==> src/rtl/vend_pkg.sv <==
// Shared types and constants for the vending dispense controller.
package vend_pkg;

   localparam int CREDIT_W = 4;

   // Coin values in farthings, as seen by the upstream accumulator.
   localparam int FARTHING = 1;
   localparam int HAPENNY  = 2;
   localparam int PENNY    = 4;

   typedef logic [CREDIT_W-1:0] credit_t;

   typedef enum logic [1:0] {IDLE, VEND, CHANGE, CLEAR} vend_state_t;

endpackage

==> src/rtl/vend_dispense_ctrl_if.sv <==
// Credit/refund inputs and dispense outputs between the accumulator side and the controller.
interface vend_dispense_ctrl_if;
   import vend_pkg::*;

   credit_t credit;
   logic    refund;
   logic    vend;
   logic    chg_pulse;
   logic    clr_req;
   logic    busy;

   modport master (output credit, refund, input vend, chg_pulse, clr_req, busy);
   modport slave  (input credit, refund, output vend, chg_pulse, clr_req, busy);

endinterface

==> src/rtl/vend_credit_sync.sv <==
// Two-flop synchroniser for the credit bus plus a one-cycle stability compare.
module vend_credit_sync
   import vend_pkg::*;
(
   input  logic    clk,
   input  logic    rst_n,
   input  credit_t credit,
   output credit_t cred_s,
   output logic    cred_ok
);

   credit_t meta, prev;

   always_ff @(posedge clk or negedge rst_n) begin
      if (!rst_n) begin
         meta   <= '0;
         cred_s <= '0;
         prev   <= '0;
      end else begin
         meta   <= credit;
         cred_s <= meta;
         prev   <= cred_s;
      end
   end

   // Bits that land on different cycles never look stable for two samples.
   assign cred_ok = (cred_s == prev);

endmodule

==> src/rtl/vend_dispense_ctrl.sv <==
// Vend/change/clear sequencer on CLK50M. Define VEND_CHANGE_EN to build the change payout path.
module vend_dispense_ctrl
   import vend_pkg::*;
#(
   parameter int PRICE    = 6,
   parameter int VEND_CYC = 4,
   parameter int CHG_GAP  = 3
) (
   input  logic              CLK50M,
   input  logic              RSTb,
   vend_dispense_ctrl_if.slave bus
);

   localparam credit_t PRICE_C = credit_t'(PRICE);
   localparam int      VT_W    = $clog2(VEND_CYC + 1);

   logic        rst_meta, rst_n;
   credit_t     cred_s;
   logic        cred_ok;
   logic [2:0]  rf_q;
   logic        rf_rise, go_vend, go_ref;
   vend_state_t state;
   logic [VT_W-1:0] vtmr;
   logic        vend_q, clr_q, busy_q;

   // Reset drops everything at once but releases on a clock edge.
   always_ff @(posedge CLK50M or negedge RSTb) begin
      if (!RSTb) begin
         rst_meta <= 1'b0;
         rst_n    <= 1'b0;
      end else begin
         rst_meta <= 1'b1;
         rst_n    <= rst_meta;
      end
   end

   vend_credit_sync u_sync (
      .clk     (CLK50M),
      .rst_n   (rst_n),
      .credit  (bus.credit),
      .cred_s  (cred_s),
      .cred_ok (cred_ok)
   );

   always_ff @(posedge CLK50M or negedge rst_n) begin
      if (!rst_n) rf_q <= '0;
      else        rf_q <= {rf_q[1:0], bus.refund};
   end

   assign rf_rise = rf_q[1] & ~rf_q[2];
   assign go_vend = cred_ok && (cred_s >= PRICE_C);
   assign go_ref  = rf_rise && cred_ok && (cred_s != '0);

`ifdef VEND_CHANGE_EN
   localparam int GP_W = $clog2(CHG_GAP + 1);

   credit_t         chg_amt;
   logic [GP_W-1:0] gap;
   logic            chg_q;

   always_ff @(posedge CLK50M or negedge rst_n) begin
      if (!rst_n) begin
         state   <= IDLE;
         vtmr    <= '0;
         vend_q  <= 1'b0;
         clr_q   <= 1'b0;
         busy_q  <= 1'b0;
         chg_q   <= 1'b0;
         chg_amt <= '0;
         gap     <= '0;
      end else begin
         case (state)
            IDLE: begin
               // Vend takes priority over a refund edge in the same cycle.
               if (go_vend) begin
                  state   <= VEND;
                  vend_q  <= 1'b1;
                  busy_q  <= 1'b1;
                  vtmr    <= VT_W'(VEND_CYC - 1);
                  chg_amt <= cred_s - PRICE_C;
               end else if (go_ref) begin
                  state   <= CHANGE;
                  busy_q  <= 1'b1;
                  chg_q   <= 1'b1;
                  chg_amt <= cred_s - credit_t'(1);
                  gap     <= GP_W'(CHG_GAP);
               end
            end
            VEND: begin
               if (vtmr == '0) begin
                  vend_q <= 1'b0;
                  if (chg_amt != '0) begin
                     state   <= CHANGE;
                     chg_q   <= 1'b1;
                     chg_amt <= chg_amt - credit_t'(1);
                     gap     <= GP_W'(CHG_GAP);
                  end else begin
                     state <= CLEAR;
                     clr_q <= 1'b1;
                  end
               end else begin
                  vtmr <= vtmr - VT_W'(1);
               end
            end
            CHANGE: begin
               // chg_amt counts pulses still owed after the one on the wire.
               if (gap != '0) begin
                  gap   <= gap - GP_W'(1);
                  chg_q <= 1'b0;
               end else if (chg_amt != '0) begin
                  chg_q   <= 1'b1;
                  chg_amt <= chg_amt - credit_t'(1);
                  gap     <= GP_W'(CHG_GAP);
               end else begin
                  state <= CLEAR;
                  clr_q <= 1'b1;
               end
            end
            CLEAR: begin
               if (cred_ok && cred_s == '0) begin
                  state  <= IDLE;
                  clr_q  <= 1'b0;
                  busy_q <= 1'b0;
               end
            end
            default: state <= IDLE;
         endcase
      end
   end

   assign bus.chg_pulse = chg_q;
`else
   always_ff @(posedge CLK50M or negedge rst_n) begin
      if (!rst_n) begin
         state  <= IDLE;
         vtmr   <= '0;
         vend_q <= 1'b0;
         clr_q  <= 1'b0;
         busy_q <= 1'b0;
      end else begin
         case (state)
            IDLE: begin
               if (go_vend) begin
                  state  <= VEND;
                  vend_q <= 1'b1;
                  busy_q <= 1'b1;
                  vtmr   <= VT_W'(VEND_CYC - 1);
               end else if (go_ref) begin
                  // Without change payout a refund forfeits the credit.
                  state  <= CLEAR;
                  busy_q <= 1'b1;
                  clr_q  <= 1'b1;
               end
            end
            VEND: begin
               if (vtmr == '0) begin
                  state  <= CLEAR;
                  vend_q <= 1'b0;
                  clr_q  <= 1'b1;
               end else begin
                  vtmr <= vtmr - VT_W'(1);
               end
            end
            CLEAR: begin
               if (cred_ok && cred_s == '0) begin
                  state  <= IDLE;
                  clr_q  <= 1'b0;
                  busy_q <= 1'b0;
               end
            end
            default: state <= IDLE;
         endcase
      end
   end

   assign bus.chg_pulse = 1'b0;
`endif

   assign bus.vend    = vend_q;
   assign bus.clr_req = clr_q;
   assign bus.busy    = busy_q;

endmodule

==> src/flat_wrapper.sv <==
// flat-port wrapper written by rule: the top's interface ports become plain ports
module vend_dispense_ctrl_flat import vend_pkg::*;
#(
   parameter int PRICE    = 6,
   parameter int VEND_CYC = 4,
   parameter int CHG_GAP  = 3
)
  (CLK50M, RSTb, bus_credit, bus_refund, bus_vend, bus_chg_pulse, bus_clr_req, bus_busy);
  vend_dispense_ctrl_if bus_i ();
  input  logic CLK50M;
  input  logic RSTb;
  input wire logic [$bits(bus_i.credit)-1:0] bus_credit;
  input wire logic [$bits(bus_i.refund)-1:0] bus_refund;
  output wire logic [$bits(bus_i.vend)-1:0] bus_vend;
  output wire logic [$bits(bus_i.chg_pulse)-1:0] bus_chg_pulse;
  output wire logic [$bits(bus_i.clr_req)-1:0] bus_clr_req;
  output wire logic [$bits(bus_i.busy)-1:0] bus_busy;
  assign bus_i.credit = bus_credit;
  assign bus_i.refund = bus_refund;
  assign bus_vend = bus_i.vend;
  assign bus_chg_pulse = bus_i.chg_pulse;
  assign bus_clr_req = bus_i.clr_req;
  assign bus_busy = bus_i.busy;
  vend_dispense_ctrl #(.PRICE(PRICE), .VEND_CYC(VEND_CYC), .CHG_GAP(CHG_GAP)) u_core (.CLK50M(CLK50M), .RSTb(RSTb), .bus(bus_i));
endmodule
==> config.mk <==
export PLATFORM = sky130hd
export DESIGN_NAME = vend_dispense_ctrl_flat
export DESIGN_NICKNAME = d
export VERILOG_FILES = /design/src/rtl/vend_pkg.sv /design/src/rtl/vend_dispense_ctrl_if.sv /design/src/rtl/vend_credit_sync.sv /design/src/rtl/vend_dispense_ctrl.sv /design/src/flat_wrapper.sv
export SDC_FILE = /design/constraint.sdc
export NUM_CORES = 1
export LEC_CHECK = 0
export ABC_AREA = 0
export ABC_CLOCK_PERIOD_IN_PS = 1700
export BUFFER_PORTS_ARGS = -buffer_cell sky130_fd_sc_hd__buf_2
export CAP_MARGIN = 20
export CORE_MARGIN = 2
export CORE_UTILIZATION = 62
export CTS_BUF_LIST = sky130_fd_sc_hd__clkbuf_4 sky130_fd_sc_hd__clkbuf_8
export DETAILED_ROUTE_END_ITERATION = 8
export HOLD_SLACK_MARGIN = 0.06
export PLACE_DENSITY = 0.84
export SLEW_MARGIN = 0
export SYNTH_ARGS = -nofsm -noshare
export SYNTH_HDL_FRONTEND = slang
export SYNTH_HIERARCHICAL = 1
export SYNTH_SLANG_ARGS = --single-unit
export TNS_END_PERCENT = 30
==> constraint.sdc <==
create_clock -name CLK50M -period 1.7 [get_ports CLK50M]
set_input_delay 0 -clock CLK50M [delete_from_list [all_inputs] [get_ports CLK50M]]
set_output_delay 0 -clock CLK50M [all_outputs]
set_load 0.05 [all_outputs]
==> parameters.txt, run 1 <==
Parameter                              Value

Drt
  Via count    648
  Post-detailed-route count of antenna-violating nets    0
  Average detailed-routed wire length per instance    14.1 um
  Drc violations    0
  Initial DRC Count    12
  Total wire length after detailed routing    1590 um
  Mean number of vias per cell    5.73
  Drt first pass iters    5

Power and ir drop
  Areal power density over the cells    1230 nW/um^2
  Peak supply drop    0.896 mV
  Clk pwr share    18.7%
  Relative contribution of sequential cells to total power    55.0%
  Sw Ratio    32.4%
  Comb power frac    26.3%
  Leakage Power    0.546 nW
  Net switching power of the design    464 uW
  Cell Int Power    966 uW

Worst setup path
  Source of the critical timing path    u_core/u_sync/cred_s[2]
  Max FO, Critical Path    4
  Terminus of the critical flop-to-flop path    u_core/vtmr[0]
  Setup slack on the worst flop-to-flop path    -0.05 ns
  Cells on worst reg2reg path    5
  RR Startpoint    u_core/u_sync/cred_s[2]
  Sort of element at the start of the critical path    flip-flop
  Worst EP arrival    2.01 ns
  Critical path endpoint category    flip-flop
  Critical path class    reg -> reg
  Required time at the endpoint of the critical path    1.96 ns

Synthesis
  Post-Syn Area per Cell    13.0 sq um
  Count of distinct cell types in the synthesized netlist    25
  Area of the mapped netlist    962 sq um
  Synth top area cells    sky130_fd_sc_hd__dfrtp_1 (65%), sky130_fd_sc_hd__xor2_1 (3.6%), sky130_fd_sc_hd__ha_1 (2.6%), sky130_fd_sc_hd__nor4_2 (2.6%), sky130_fd_sc_hd__a22oi_1 (2.3%)
  Area fraction of the dominant cell type after synthesis    65.0%
  Synthesis-stage register bit count    25
  Net Count, Synth    83
  Sequential fraction of the synthesis area    65.0%
  Synthesized instance count    74
  Cell type contributing the most total cell area after synthesis    sky130_fd_sc_hd__dfrtp_1
  Number of warnings issued by yosys    6

STA
  Final Max Tran Viols    0
  Ratio of final minimum period to clock period    103%
  Worst hold slack after final layout    0.215 ns
  Unrepaired setup endpoints after global routing    true
  Hold Violations, Final    0
  Final total negative setup slack    -0.205 ns
  Highest achievable clock rate    0.570 GHz
  Total setup violations reported at the end of the flow    5
  Worst setup skew after layout    0.00722 ns
  Final setup slack of the worst path    -0.0541 ns
  Time the worst path needs with I/O delays and setup    1.75 ns

Clock tree
  Buffer cell driving the clock tree root    sky130_fd_sc_hd__clkbuf_4
  Clock-pin slew on the worst setup and hold paths    0.13 ns
  Maximum level of the CTS H-tree    1
  Maximum count of clock buffers along a single path    2
  CTS tree    built
  CTS sink cnt    25
  Clock buffers created by TritonCTS    3
  Insertion delay of the later-clocked pin in the worst-skew pair    0.31 ns

Floorplan
  Initial core utilization    65.4%
  Number of top-level pins    11
  Chip Height    43.4 um
  Die outline width    43.4 um
  Floorplan die area    1880 sq um
  Number of rows in the core area    14
  Core Area    1470 sq um

Global routing
  Vias in the first global route    699
  Maximum number of pins on one net before global-route repair    24
  Total GRT Usage    19.9%
  Wire length of the first global-routing pass    2780 um
  GRT overflow    0
  Number of antenna violations at the first check in global routing    0

Layout
  Final antenna diode count    0
  Fraction of layout cells with a size suffix above 1    26.8%
  Post-Route Utilization    78.7%
  Area growth syn-to-layout    20.4%
  Final Net Count    107
  Count of non-filler cells in the finished layout    113

Placement
  Post-DP HPWL    1030 um
  Setup slack after placement    0.0174 ns
  # placed instances    100
  Buffers added on ports    9
  Gp weighted congestion    0.761

Outcome
  Status    complete, but fails checks
  Failing checks    setup timing

Job
  # Max-Cap Violations    0

Worst hold path
  Worst hold-check path type    reg -> async
-- flip-flops by register name (all words and copies together) (netlist names), 2 cells and up --
name / flops
u_core/u_sync/prev: 4
u_core/vtmr: 3
u_core/u_sync/meta: 4
u_core/u_sync/cred_s: 4
u_core/state: 2
u_core/rf_q: 3
-- area by class of cell --
| class | instances | area [sq um] |
|---|---|---|
| Sequential cell | 25 | 627 |
| Fill cell | 86 | 313 |
| Multi-Input combinational cell | 42 | 310 |
| Timing Repair Buffer | 21 | 153 |
| Clock buffer | 4 | 30.0 |
| Tap cell | 16 | 20.0 |
| Inverter | 5 | 18.8 |
-- metal layers --
layer	global-route usage, %	routed length (um)
met5	0	0
met4	9.09	12
met3	2.92	86
met2	32.2	780
met1	26.9	712
-- timing repair --
item | in CTS | in global routing
setup buffers | 0 | 2
hold buffers | 7 | 0
hold endpoints to repair | 7 | 0
resized for setup | 0 | 2
setup endpoints to repair | 0 | 6
-- kinds of logic after synthesis --
group	after synthesis	share of synthesized area [%]
other	2	0.781
flip-flops	25	65.0
XOR/XNOR	4	3.64
adder cells (fa/ha/maj)	2	2.60
buffers and inverters	7	3.51
AO/OA/AOI/OAI	15	11.3
AND/OR/NAND/NOR	19	13.1
-- cell usage in the layout (no fill, tap or decap) --
cell type / Yosys / final
sky130_fd_sc_hd__nor2_1: 3 / 3
sky130_fd_sc_hd__buf_2: 0 / 9
sky130_fd_sc_hd__and4bb_2: 1 / 1
sky130_fd_sc_hd__inv_1: 5 / 5
sky130_fd_sc_hd__buf_4: 2 / 5
sky130_fd_sc_hd__dfrtp_1: 25 / 24
sky130_fd_sc_hd__clkbuf_4: 0 / 4
sky130_fd_sc_hd__a21oi_1: 3 / 3
sky130_fd_sc_hd__nand2b_1: 2 / 2
sky130_fd_sc_hd__a2bb2oi_2: 1 / 1
sky130_fd_sc_hd__dlygate4sd3_1: 0 / 7
sky130_fd_sc_hd__nor4_2: 2 / 2
sky130_fd_sc_hd__o211ai_1: 1 / 1
sky130_fd_sc_hd__o21ai_4: 0 / 1
sky130_fd_sc_hd__nor4b_1: 1 / 1
sky130_fd_sc_hd__nor2b_2: 1 / 1
sky130_fd_sc_hd__o21ai_1: 1 / 1
sky130_fd_sc_hd__o21ai_0: 2 / 2
sky130_fd_sc_hd__a22oi_1: 3 / 3
sky130_fd_sc_hd__nand2_1: 5 / 5
sky130_fd_sc_hd__conb_1: 2 / 2
sky130_fd_sc_hd__ha_1: 2 / 2
sky130_fd_sc_hd__nand3_1: 2 / 2
sky130_fd_sc_hd__dfrtp_2: 0 / 1
sky130_fd_sc_hd__a21o_1: 1 / 1
sky130_fd_sc_hd__or3b_4: 1 / 1
sky130_fd_sc_hd__nand3b_1: 1 / 1
sky130_fd_sc_hd__xor2_1: 4 / 4
sky130_fd_sc_hd__o22a_1: 2 / 2
-- power by group through the flow --
stage / Sequential, mW / Combinational, mW / Clock (mW)
global placement: 0.786 / 0.315 / 0
floorplan: 0.763 / 0.288 / 0
CTS: 0.775 / 0.350 / 0.279
global route: 0.800 / 0.417 / 0.297
detailed placement: 0.788 / 0.337 / 0
finish: 0.787 / 0.376 / 0.267
-- worst max path at each step --
| stage | to | slack, ns | cells after the start |
|---|---|---|---|
| floorplan | u_core/vtmr[1] | 0.1 | 5 |
| global placement | u_core/vtmr[1] | 0.06 | 5 |
| detailed placement | u_core/vtmr[0] | 0.02 | 5 |
| CTS | u_core/vtmr[0] | 0.0006 | 5 |
| global route | u_core/vtmr[1] | -0.14 | 5 |
| finish | u_core/vtmr[0] | -0.05 | 5 |
-- Yosys cell counts, drive strengths merged --
| cell type | instances |
|---|---|
| buf | 2 |
| or3b | 1 |
| o21ai | 4 |
| a21oi | 3 |
| a22oi | 3 |
| and4bb | 1 |
| o22a | 2 |
| inv | 5 |
| nand3 | 2 |
| a2bb2oi | 1 |
| nor4 | 2 |
| a21o | 1 |
| nand2 | 5 |
| xor2 | 4 |
| nor4b | 1 |
| o211ai | 1 |
| ha | 2 |
| nand3b | 1 |
| dfrtp | 25 |
| nor2b | 1 |
| conb | 2 |
| nand2b | 2 |
| nor2 | 3 |
-- per-stage QoR --
stage | power, mW | instance area, sq um
6_report | 1.43 | 1160
5_1_grt | 1.51 | 1160
4_1_cts | 1.40 | 1130
3_5_place_dp | 1.12 | 1030
3_3_place_gp | 1.10 | 1030
2_1_floorplan | 1.05 | 962
-- worst max-delay path: stages (launching register included) --
cell and delay [ns]:
sky130_fd_sc_hd__dfrtp_2 0.43, sky130_fd_sc_hd__xor2_1 0.16, sky130_fd_sc_hd__nor4_2 0.39, sky130_fd_sc_hd__or3b_4 0.47, sky130_fd_sc_hd__o21ai_4 0.09, sky130_fd_sc_hd__o22a_1 0.16
Power figures use the tool's default switching activity.
==> inputs of run 2 (changes only) <==
--- a/config.mk
+++ b/config.mk
@@ -6,7 +6,7 @@
 export NUM_CORES = 1
 export LEC_CHECK = 0
 export ABC_AREA = 0
-export ABC_CLOCK_PERIOD_IN_PS = 1700
+export ABC_CLOCK_PERIOD_IN_PS = 2190
 export BUFFER_PORTS_ARGS = -buffer_cell sky130_fd_sc_hd__buf_2
 export CAP_MARGIN = 20
 export CORE_MARGIN = 2
==> constraint.sdc (replaced) <==
create_clock -name CLK50M -period 2.19 [get_ports CLK50M]
set_input_delay 0 -clock CLK50M [delete_from_list [all_inputs] [get_ports CLK50M]]
set_output_delay 0 -clock CLK50M [all_outputs]
set_load 0.05 [all_outputs]
==> run 2 against run 1 <==
  * The run now ends clean
  * Critical path depth unchanged
  * Clock skew about the same
  * Sequential share of layout area increased by 2.1 points
  * Setup slack improved by 0.47 ns
  * Via count decreased by 9.9%
  * Total power decreased by 25%
  * Non-clock buffer count decreased by 5
  * Fmax decreased by 1.3%
  * Clock-buffer cell count unchanged
  * Critical path type unchanged
  * Critical endpoint is now u_core/vtmr[1]
==> parameters.txt, run 2 (synthesis gave the netlist of run 1 again) <==
Parameter                              Value

STA
  Worst setup skew after layout    0.00672 ns (-0.000500 ns)
  Total setup violations reported at the end of the flow    0 (-5)
  Final Max Tran Viols    0 (unchanged)
  Final setup slack of the worst path    0.413 ns (+0.467 ns)
  Remaining max-slew budget at the tightest pin    43.4%
  Final total negative setup slack    0 ns (+0.205 ns)
  Ratio of final minimum period to clock period    81.1% (-22 points)
  Hold Violations, Final    0 (unchanged)
  Slew at the pin closest to its max-slew limit    0.849 ns
  Highest achievable clock rate    0.563 GHz (-1.3%)
  Time the worst path needs with I/O delays and setup    1.78 ns (+0.0226 ns)
  Unrepaired setup endpoints after global routing    false

Clock tree
  Post-CTS resize count    0 (unchanged)
  CTS sink cnt    25 (unchanged)
  Maximum level of the CTS H-tree    1 (unchanged)
  CTS tree    built
  Clock buffers created by TritonCTS    3 (unchanged)
  Clock-pin slew on the worst setup and hold paths    0.12 ns (about the same)
  Buffer cell driving the clock tree root    sky130_fd_sc_hd__clkbuf_4
  Insertion delay of the later-clocked pin in the worst-skew pair    0.31 ns (about the same)
  Maximum count of clock buffers along a single path    2 (unchanged)

Placement
  Gp weighted congestion    0.746 (-2.0%)
  Setup slack after placement    0.434 ns (+0.416 ns)
  # placed instances    97 (-3.0%)
  Post-DP HPWL    1020 um (-1.6%)
  Buffers added on ports    9 (unchanged)

Worst setup path
  Terminus of the critical flop-to-flop path    u_core/vtmr[1]
  Setup slack on the worst flop-to-flop path    0.41 ns (+0.47 ns)
  Source of the critical timing path    u_core/u_sync/cred_s[1]
  Required time at the endpoint of the critical path    2.44 ns (+0.48 ns)
  Max FO, Critical Path    4 (unchanged)
  Worst EP arrival    2.03 ns (+0.02 ns)
  Crit path max-delay cell type    sky130_fd_sc_hd__or3b_4
  Critical path class    reg -> reg
  Delay of the slowest critical-path stage    0.46 ns (about the same)
  Critical path endpoint category    flip-flop
  CP cell instances    xor2_1, nor4_2, or3b_4, o21ai_2, o22a_1
  RR Startpoint    u_core/u_sync/cred_s[1]
  Cells on worst reg2reg path    5 (unchanged)
  Endpoint of the most critical setup path    u_core/vtmr[1]
  Sort of element at the start of the critical path    flip-flop

Drt
  Average detailed-routed wire length per instance    13.1 um (-6.9%)
  Via count    584 (-9.9%)
  Drc violations    0 (unchanged)
  Initial DRC Count    13 (+1)
  Total wire length after detailed routing    1420 um (-11%)
  Post-detailed-route count of antenna-violating nets    0 (unchanged)
  Drt first pass iters    4 (-1)
  Mean number of vias per cell    5.41 (-5.7%)

Layout
  Fraction of layout cells with a size suffix above 1    21.7% (-5.1 points)
  Count of non-filler cells in the finished layout    108 (-4.4%)
  Final antenna diode count    0 (unchanged)
  Commonest non-fill, non-tap cell in the layout    sky130_fd_sc_hd__dfrtp_1
  Sequential standard cell area    626 sq um (-0.20%)
  Filler cell count in the final layout    103 (+20%)
  Largest registers    u_core/u_sync/cred_s: 4 flops, u_core/u_sync/meta: 4 flops, u_core/u_sync/prev: 4 flops
  Area of the multi-input gates    303 sq um (-2.4%)
  Final Net Count    102 (-4.7%)
  Most used cells in the layout excluding fill and tap cells    sky130_fd_sc_hd__dfrtp_1 (25), sky130_fd_sc_hd__buf_2 (9), sky130_fd_sc_hd__dlygate4sd3_1 (7)
  Area growth syn-to-layout    15.6%

Floorplan
  Number of rows in the core area    14 (unchanged)
  Number of top-level pins    11 (unchanged)
  Die outline width    43.4 um (unchanged)
  Floorplan die area    1880 sq um (unchanged)
  Chip Height    43.4 um (unchanged)
  Initial core utilization    65.4% (unchanged)
  Core Area    1470 sq um (unchanged)

Outcome
  Status    completed

Global routing
  Number of antenna violations at the first check in global routing    0 (unchanged)
  Vias in the first global route    570 (-18%)
  Total GRT Usage    18.3% (-1.5 points)
  Wire length of the first global-routing pass    2390 um (-14%)
  Maximum number of pins on one net before global-route repair    24 (unchanged)
  GRT overflow    0 (unchanged)

Power and ir drop
  Leakage Power    0.522 nW (-4.5%)
  Peak supply drop    0.552 mV (-38%)
  Areal power density over the cells    967 nW/um^2 (-22%)

Job
  # Max-Cap Violations    0 (unchanged)

Worst hold path
  Worst hold-check path type    in -> reg
## run 2: cell count changes in the layout (fill, tap and decap cells not counted)
cell                      previous run  this run
sky130_fd_sc_hd__dfrtp_2             1         0
sky130_fd_sc_hd__o21ai_4             1         0
sky130_fd_sc_hd__dfrtp_1            24        25
sky130_fd_sc_hd__o21ai_2             0         1
sky130_fd_sc_hd__buf_4               5         0
## run 2: power breakdown
group	total, mW	internal [mW]	switching (mW)
Clock	0.206	0.0834	0.122
Combinational	0.254	0.127	0.127
Sequential	0.616	0.527	0.0896
## run 2: per-layer routing
layer  GRT usage [%]  part of all wire (%)  vias to the layer above
met1            23.3                    46                      283
met2            29.3                    49                       15
li1                -                     -                      284
met5               0                     0                        -
met4            12.7                  0.99                        0
met3            2.50                   3.4                        2
## run 2: metrics by stage
step | total power [mW] | util (%) | hold WS, ns | area [sq um]
3_5_place_dp | 0.869 | 68.8 | -0.212 | 1010
5_1_grt | 1.14 | 75.6 | 0.319 | 1110
4_1_cts | 1.08 | 75.6 | 0.312 | 1110
3_3_place_gp | 0.852 | 68.8 | -0.216 | 1010
6_report | 1.08 | 75.6 | 0.318 | 1110
2_1_floorplan | 0.815 | - | -0.296 | 962
## run 2: final cells by class
| cell class | count | area share (%) |
|---|---|---|
| Inverter | 5 | 1.69 |
| Sequential cell | 25 | 56.2 |
| Timing Repair Buffer | 16 | 10.3 |
| Clock buffer | 4 | 2.70 |
| Multi-Input combinational cell | 42 | 27.2 |
| Tap cell | 16 | 1.80 |
## run 2: worst max-delay path, delay by kind of cell (launching register included)
kind	cells	cell delay [ns]
AO/OA/AOI/OAI	2	0.24
flip-flops	1	0.44
XOR/XNOR	1	0.17
AND/OR/NAND/NOR	2	0.87
## run 2: repair_timing
item                                   in CTS  in global routing
hold buffers                                7                  0
setup buffers                               0                  0
endpoints found under the hold margin       7                  0
## run 2: how the worst min path moves through the flow
stage               slack [ns]               endpoint  cells past startpoint          start
global placement         -0.22        u_core/rst_meta                      1           RSTb
detailed placement       -0.21           u_core/rst_n                      1           RSTb
CTS                       0.31  u_core/u_sync/meta[2]                      2  bus_credit[2]
floorplan                -0.30        u_core/rst_meta                      0           RSTb
finish                    0.32  u_core/u_sync/meta[2]                      2  bus_credit[2]
global route              0.32  u_core/u_sync/meta[0]                      2  bus_credit[0]
